[src/rtl/hilo_muldiv_ctrl.sv]
// HI/LO multiply/divide sequencer: multi-cycle MULT/DIV, one-cycle MTHI/MTLO,
// stall while busy, single-cycle HI/LO write. Define HILO_MADD_EN for MADD/MSUB.
module hilo_muldiv_ctrl #(
  parameter int MUL_CYCLES = 2
) (
  input  logic        clk,
  input  logic        rst,
  input  logic        start,
  input  logic [3:0]  op,
  input  logic [31:0] a,
  input  logic [31:0] b,
  input  logic [31:0] hi_cur,
  input  logic [31:0] lo_cur,
  input  logic        flush,
  output logic        busy,
  output logic        hilo_we,
  output logic [31:0] hi_o,
  output logic [31:0] lo_o
);
  localparam logic [1:0] S_IDLE = 2'd0, S_MUL = 2'd1, S_DIV = 2'd2, S_DONE = 2'd3;

  logic [1:0]  state;
  logic [5:0]  count;
  logic [63:0] prod;
  logic [31:0] dvs, quo, rem;
  logic        neg_q, neg_r;

  logic        is_mul, is_div, is_mt, legal, sgn;
  logic [63:0] mul_full, mul_res;
  logic [31:0] a_abs, b_abs;
  logic [32:0] shifted;
  logic        borrow;
  logic [31:0] q_next, r_next, q_fin, r_fin;

  always_comb begin
    is_mul = 1'b0;
    is_div = 1'b0;
    is_mt  = 1'b0;
    case (op)
      4'b0000, 4'b0001: is_mul = 1'b1;
      4'b0010, 4'b0011: is_div = 1'b1;
      4'b0100, 4'b0101: is_mt  = 1'b1;
`ifdef HILO_MADD_EN
      4'b1000, 4'b1001, 4'b1010, 4'b1011: is_mul = 1'b1;
`endif
      default: ;
    endcase
  end

  assign legal = is_mul | is_div | is_mt;
  // Even codes within each group are the signed variants.
  assign sgn   = ~op[0];

  // Sign-extended 64x64 product truncated to 64 bits equals the signed product.
  assign mul_full = {{32{sgn & a[31]}}, a} * {{32{sgn & b[31]}}, b};
`ifdef HILO_MADD_EN
  assign mul_res = !op[3] ? mul_full :
                   op[1]  ? {hi_cur, lo_cur} - mul_full : {hi_cur, lo_cur} + mul_full;
`else
  assign mul_res = mul_full;
`endif

  assign a_abs = (sgn & a[31]) ? -a : a;
  assign b_abs = (sgn & b[31]) ? -b : b;

  // One restoring step: shift in the next dividend bit, subtract if it fits.
  assign shifted = {rem, quo[31]};
  assign borrow  = shifted < {1'b0, dvs};
  assign q_next  = {quo[30:0], ~borrow};
  assign r_next  = borrow ? shifted[31:0] : shifted[31:0] - dvs;
  assign q_fin   = neg_q ? -q_next : q_next;
  assign r_fin   = neg_r ? -r_next : r_next;

  assign busy    = (state == S_MUL) || (state == S_DIV);
  assign hilo_we = (state == S_DONE) && !flush;

  always_ff @(posedge clk) begin
    if (rst) begin
      state <= S_IDLE;
      count <= '0;
      prod  <= '0;
      dvs   <= '0;
      quo   <= '0;
      rem   <= '0;
      neg_q <= 1'b0;
      neg_r <= 1'b0;
      hi_o  <= '0;
      lo_o  <= '0;
    end else begin
      case (state)
        S_IDLE, S_DONE: begin
          state <= S_IDLE;
          if (start && !flush && legal) begin
            if (is_mt) begin
              hi_o  <= op[0] ? hi_cur : a;
              lo_o  <= op[0] ? a : lo_cur;
              state <= S_DONE;
            end else if (is_mul) begin
              prod  <= mul_res;
              count <= 6'(MUL_CYCLES - 1);
              state <= S_MUL;
            end else if (b == 32'd0) begin
              hi_o  <= a;
              lo_o  <= 32'hFFFF_FFFF;
              state <= S_DONE;
            end else begin
              dvs   <= b_abs;
              quo   <= a_abs;
              rem   <= '0;
              neg_q <= sgn & (a[31] ^ b[31]);
              neg_r <= sgn & a[31];
              count <= 6'd31;
              state <= S_DIV;
            end
          end
        end
        S_MUL: begin
          if (flush) state <= S_IDLE;
          else if (count == 6'd0) begin
            hi_o  <= prod[63:32];
            lo_o  <= prod[31:0];
            state <= S_DONE;
          end else count <= count - 6'd1;
        end
        S_DIV: begin
          if (flush) state <= S_IDLE;
          else begin
            quo <= q_next;
            rem <= r_next;
            if (count == 6'd0) begin
              hi_o  <= r_fin;
              lo_o  <= q_fin;
              state <= S_DONE;
            end else count <= count - 6'd1;
          end
        end
        default: state <= S_IDLE;
      endcase
    end
  end
endmodule

[config.mk]
export PLATFORM = sky130hd
export DESIGN_NAME = hilo_muldiv_ctrl
export DESIGN_NICKNAME = d
export VERILOG_FILES = /design/src/rtl/hilo_muldiv_ctrl.sv
export SDC_FILE = /design/constraint.sdc
export NUM_CORES = 2
export LEC_CHECK = 0
export CELL_PAD_IN_SITES_DETAIL_PLACEMENT = 1
export CELL_PAD_IN_SITES_GLOBAL_PLACEMENT = 2
export CORE_ASPECT_RATIO = 1.75
export CORE_UTILIZATION = 43
export CTS_CLUSTER_SIZE = 12
export DETAILED_ROUTE_END_ITERATION = 10
export GPL_TIMING_DRIVEN = 0
export MAX_ROUTING_LAYER = met4
export PLACE_DENSITY = 0.94
export SLEW_MARGIN = 20
export SYNTH_ARGS = -nofsm -noshare
export SYNTH_HDL_FRONTEND = slang
export SYNTH_SLANG_ARGS = --single-unit
[constraint.sdc]
create_clock -name clk -period 16.51 [get_ports clk]
set_clock_uncertainty 0.1 [all_clocks]
set_input_delay 1.651 -clock clk [delete_from_list [all_inputs] [get_ports clk]]
set_output_delay 1.651 -clock clk [all_outputs]
set_load 0.1 [all_outputs]
Word-level counts from Yosys, hierarchy flattened

Cells that the tools add are included.

$mul: 1
Add/sub/neg operators: 6
Equality and inequality tests: 22
Reduce and logical (&&, ||, !) cells: 20
Order comparisons: 1
Mux-type cells: 54
Bitwise operators: 11

Operator list:

| operator            | number |
|---|---|
| $mux 32             | 33 |
| $pmux 32 s3         | 2 |
| $neg 32->32         | 4 |
| $pmux 32 s2         | 2 |
| $mul 33x33->64      | 1 |
| $mux 6              | 6 |
| $lt 33x32->1        | 1 |
| $logic_not 32->1    | 1 |
| $sub 32x32->32      | 1 |
| $ne 2x2->1 const B  | 8 |
| $pmux 6 s2          | 1 |
| $mux 2              | 5 |
| $reduce_and 5->1    | 2 |
| $reduce_or 2->1     | 5 |
| $ne 3x3->1 const B  | 3 |
| $eq 4x2->1 const B  | 2 |
| $eq 4x3->1 const B  | 2 |
| $reduce_and 7->1    | 1 |
| $logic_not 6->1     | 1 |
| $reduce_and 6->1    | 1 |
| $sub 6x1->6 const B | 1 |
| $not 1->1           | 5 |
| $eq 2x2->1 const B  | 2 |
| $eq 4x1->1 const B  | 1 |
| 15 further kinds    | 24 |

Register bits: 234
Bits of input ports: 136

Longest topological paths before layout

Depth in word-level cells: 8
Depth in mapped cells: 33
Gate-level depth less buffers: 29

Worst setup path after synthesis

Ideal clock, no wire load.

Path kind: input -> register
Start point: input port a[31]
End point: register prod[60]
Slack: 6,622 ps
Cell stages on the path: 30
Data arrival time: 9,657 ps
Library setup time: 131 ps
Required time: 16,279 ps
Path through: clkbuf_1 nor2b_1 clkbuf_1 buf_1 nand2_1 inv_1 fa_1 fa_1 fa_1 inv_1 fa_1 inv_1 fa_1 fa_1 inv_1 fa_1 fa_1 inv_1 ha_1 a21o_1 a21o_1 a21oi_1 o21ai_0 a21oi_1 nor2_1 a211oi_1 nor2_1 a31oi_1 xor2_1 o31ai_1

Word-level cells in the longest chain between the ends: 2

RTL lines:

| what                   | line | RTL |
|---|---|---|
| start: declaration     | 10   | `input logic [31:0] a,` |
| $and 1x1->1            | 55   | `assign mul_full = {{32{sgn & a[31]}}, a} * {{32{sgn & b[31]}}, b};` |
| $mul 33x33->64 *       | 55   |  |
| end signal: assignment | 99   | `prod <= mul_res;` |
| end: declaration       | 24   | `logic [63:0] prod;` |

Mark *: on every way between the ends. The rest lies on a longest branch, timed or not.
A chain may end at the register's enable or synchronous reset.

Worst setup path after layout

Start point: input port a[31]
End point: register prod[63]

Same word-level chain as after synthesis.

==> impl_metrics.ini <==
[sta]
min_period_ns = 14.22
setup_tns_ns = 0
worst_pin_slew_ns = 1.46
slew_headroom_pct = 2.61
min_period_over_period_pct = 86.1
hold_violations = 0
drv_slew = 0
rsz0062_at_grt = no
setup_violations = 0
fmax_mhz = 70.3

[worst_setup_path]
crit_fanout = 10
r2r_cells = 21
startpoint = a[31]
cp.depth = 32
r2r-start = rem[3]$_SDFFE_PP0P_
crit_path_frequent_cell = fa_1
worst_ep_required_time_ns = 16.92
endpoint = prod[63]$_SDFFE_PP0P_
crit_family = buffers and inverters
endpoint_kind = flip-flop
reg2reg_slack_ns = 8.68
arrival_ns = 14.63
slowest_stage = buf_1
max_stage_delay_ns = 1.00
cp-start-kind = input port
critPathKind = input port to flip-flop
r2r-end = lo_o[28]$_SDFFE_PP0P_
path_buf_inv = 10

[synth]
yosys_warnings = 0
synth.cell_area_sq_um = 53500
netlist_instances = 6290
synth-seq-cells = 234
netlist-cell-type-count = 92
yosysSeqAreaShare_pct = 8.76
synth_nets = 7806
synthArstFlopShare_pct = 0
yosysTopAreaCell = fa_1
synth_edf_count = 0
yosys-top-cells-area = fa_1, dfxtp_1, inv_1
synth_area_per_cell_sq_um = 8.50
synth_top_area_share_pct = 42.1
synth_flop_cell = dfxtp_1

[global_route]
grt_pass1_vias = 54600
antenna_found_initial = 46
grt_max_degree = 22
grt_pass1_wl_microns = 399000
grtUsageTotal_pct = 47.5
grt_remaining_overflow = 0

[floorplanning]
start_util_pct = 43.5
die_w_microns = 269
io_pins = 202
die_h_microns = 469
rows = 170
dieArea_sq_um = 126000
core_area_sq_um = 123000

[placement]
gp_congestion = 1.09
port_buffers = 158
dp_hpwl_microns = 233000

[status]
status = complete, no violations

[hold_path]
worstHoldPathType = flip-flop to flip-flop

[cts]
clock-sinks = 234
clkTransAtPathRegs_ns = 0.07
post_cts_buffers = 0
ctsHoldBuffers = 0
htreeDepth = 1
cts_tree = done
ctsResizeCount = 0
cts_made_buffers = 23
clkLatencyLatePin_ns = 0.63
clockBufferDepth = 3
root_buffer = clkbuf_16

[detailed_routing]
route.detailed.drc = 0
firstDrtPassIters = 7
num_vias = 49200
viasPerCell = 6.03
antenna_left = 0
wl_per_cell_microns = 34.7
dr.first_iter.drc_count = 3673
routed_wl_microns = 283000

[final_layout]
multi_input_comb_area_sq_um = 42800
nNetsFinal = 7997
seq_area_sq_um = 4680
final_common_cell = inv_1
drive_gt1_share_pct = 2.65
layout_common_cells = inv_1, fa_1, nand2_1
syn2layout_area_growth_pct = 8.57
fill_cells = 14900

[job]
drv_cap = 0
==> sequential cells by signal, indices dropped and copies added, names as in the netlist, 2 cells and up <==
signal	cells
count	6
dvs	32
hi_o	32
lo_o	32
prod	64
quo	32
rem	32
state	2
==> how the worst min path moves through the flow <==
stage                           from               endpoint  slack [ns]  cells past startpoint
2_1_floorplan  prod[60]$_SDFFE_PP0P_  prod[60]$_SDFFE_PP0P_        0.33                      2
3_5_place_dp   lo_o[27]$_SDFFE_PP0P_  lo_o[27]$_SDFFE_PP0P_        0.34                      2
3_3_place_gp   lo_o[25]$_SDFFE_PP0P_  lo_o[25]$_SDFFE_PP0P_        0.33                      2
4_1_cts        lo_o[27]$_SDFFE_PP0P_  lo_o[27]$_SDFFE_PP0P_        0.36                      2
6_report        lo_o[5]$_SDFFE_PP0P_   lo_o[5]$_SDFFE_PP0P_        0.36                      2
5_1_grt         prod[0]$_SDFFE_PP0P_   prod[0]$_SDFFE_PP0P_        0.38                      2
==> final cells by class <==
type	instances	area share, %
antenna	47	0.203
buffer	427	2.98
clock buffer	25	1.02
clock inverter	2	0.0237
inverter	1178	7.61
multi-input combinational	4451	73.7
sequential	234	8.07
tap	1634	3.52
timing repair buffer	166	2.92
==> routing by layer <==
metal	routed length, microns	part of all wire (%)	GRT usage (%)
met1	87000	31	44.5
met2	136000	48	76.8
met3	21300	7.5	11.0
met4	38800	14	50.1
met5	0	0	-
==> metrics by stage <==
stage | cell area, sq um | hold WS [ns] | util [%] | std cells | setup slack [ns]
after detailed placement | 57300 | 0.343 | 46.6 | 8089 | 2.17
final | 58100 | 0.359 | 47.2 | 8164 | 2.29
after global routing | 58000 | 0.380 | 47.2 | 8146 | 2.20
after global placement | 57100 | 0.334 | 46.5 | 8082 | 2.18
after CTS | 57900 | 0.358 | 47.1 | 8116 | 2.74
after floorplan | 53500 | 0.325 | - | 6290 | 6.62
==> worst min-delay path, cell delays in order, from the launching register on <==
cell	delay (ns)
dfxtp_1	0.31
nand2_1	0.05
a21oi_1	0.05
==> cell families (layout without fill, tap and decap cells) <==
| family | after synthesis | after routing | synth area share [%] |
|---|---|---|---|
| other | 0 | 47 | 0 |
| adders and majority gates | 1380 | 1380 | 48.1 |
| AOI/OAI and AO/OA | 838 | 838 | 10.3 |
| and+or+nand+nor | 1968 | 1968 | 17.0 |
| xor gates and xnor gates | 203 | 203 | 3.32 |
| buffers and inverters | 1605 | 1798 | 11.4 |
| muxes | 62 | 62 | 1.18 |
| DFF | 234 | 234 | 8.76 |
==> cells in the mapped netlist, drive strengths merged, types with 78 or more instances <==
cell type / n
nor2: 256
inv: 1177
clkbuf: 334
fa: 1126
ha: 254
xnor2: 127
a21oi: 282
nand2: 1050
and2: 396
a211oi: 78
buf: 93
o21ai: 132
dfxtp: 234
Power is not shown: default switching activity piles up to over one toggle a cycle in this logic, so the estimate is an artifact.
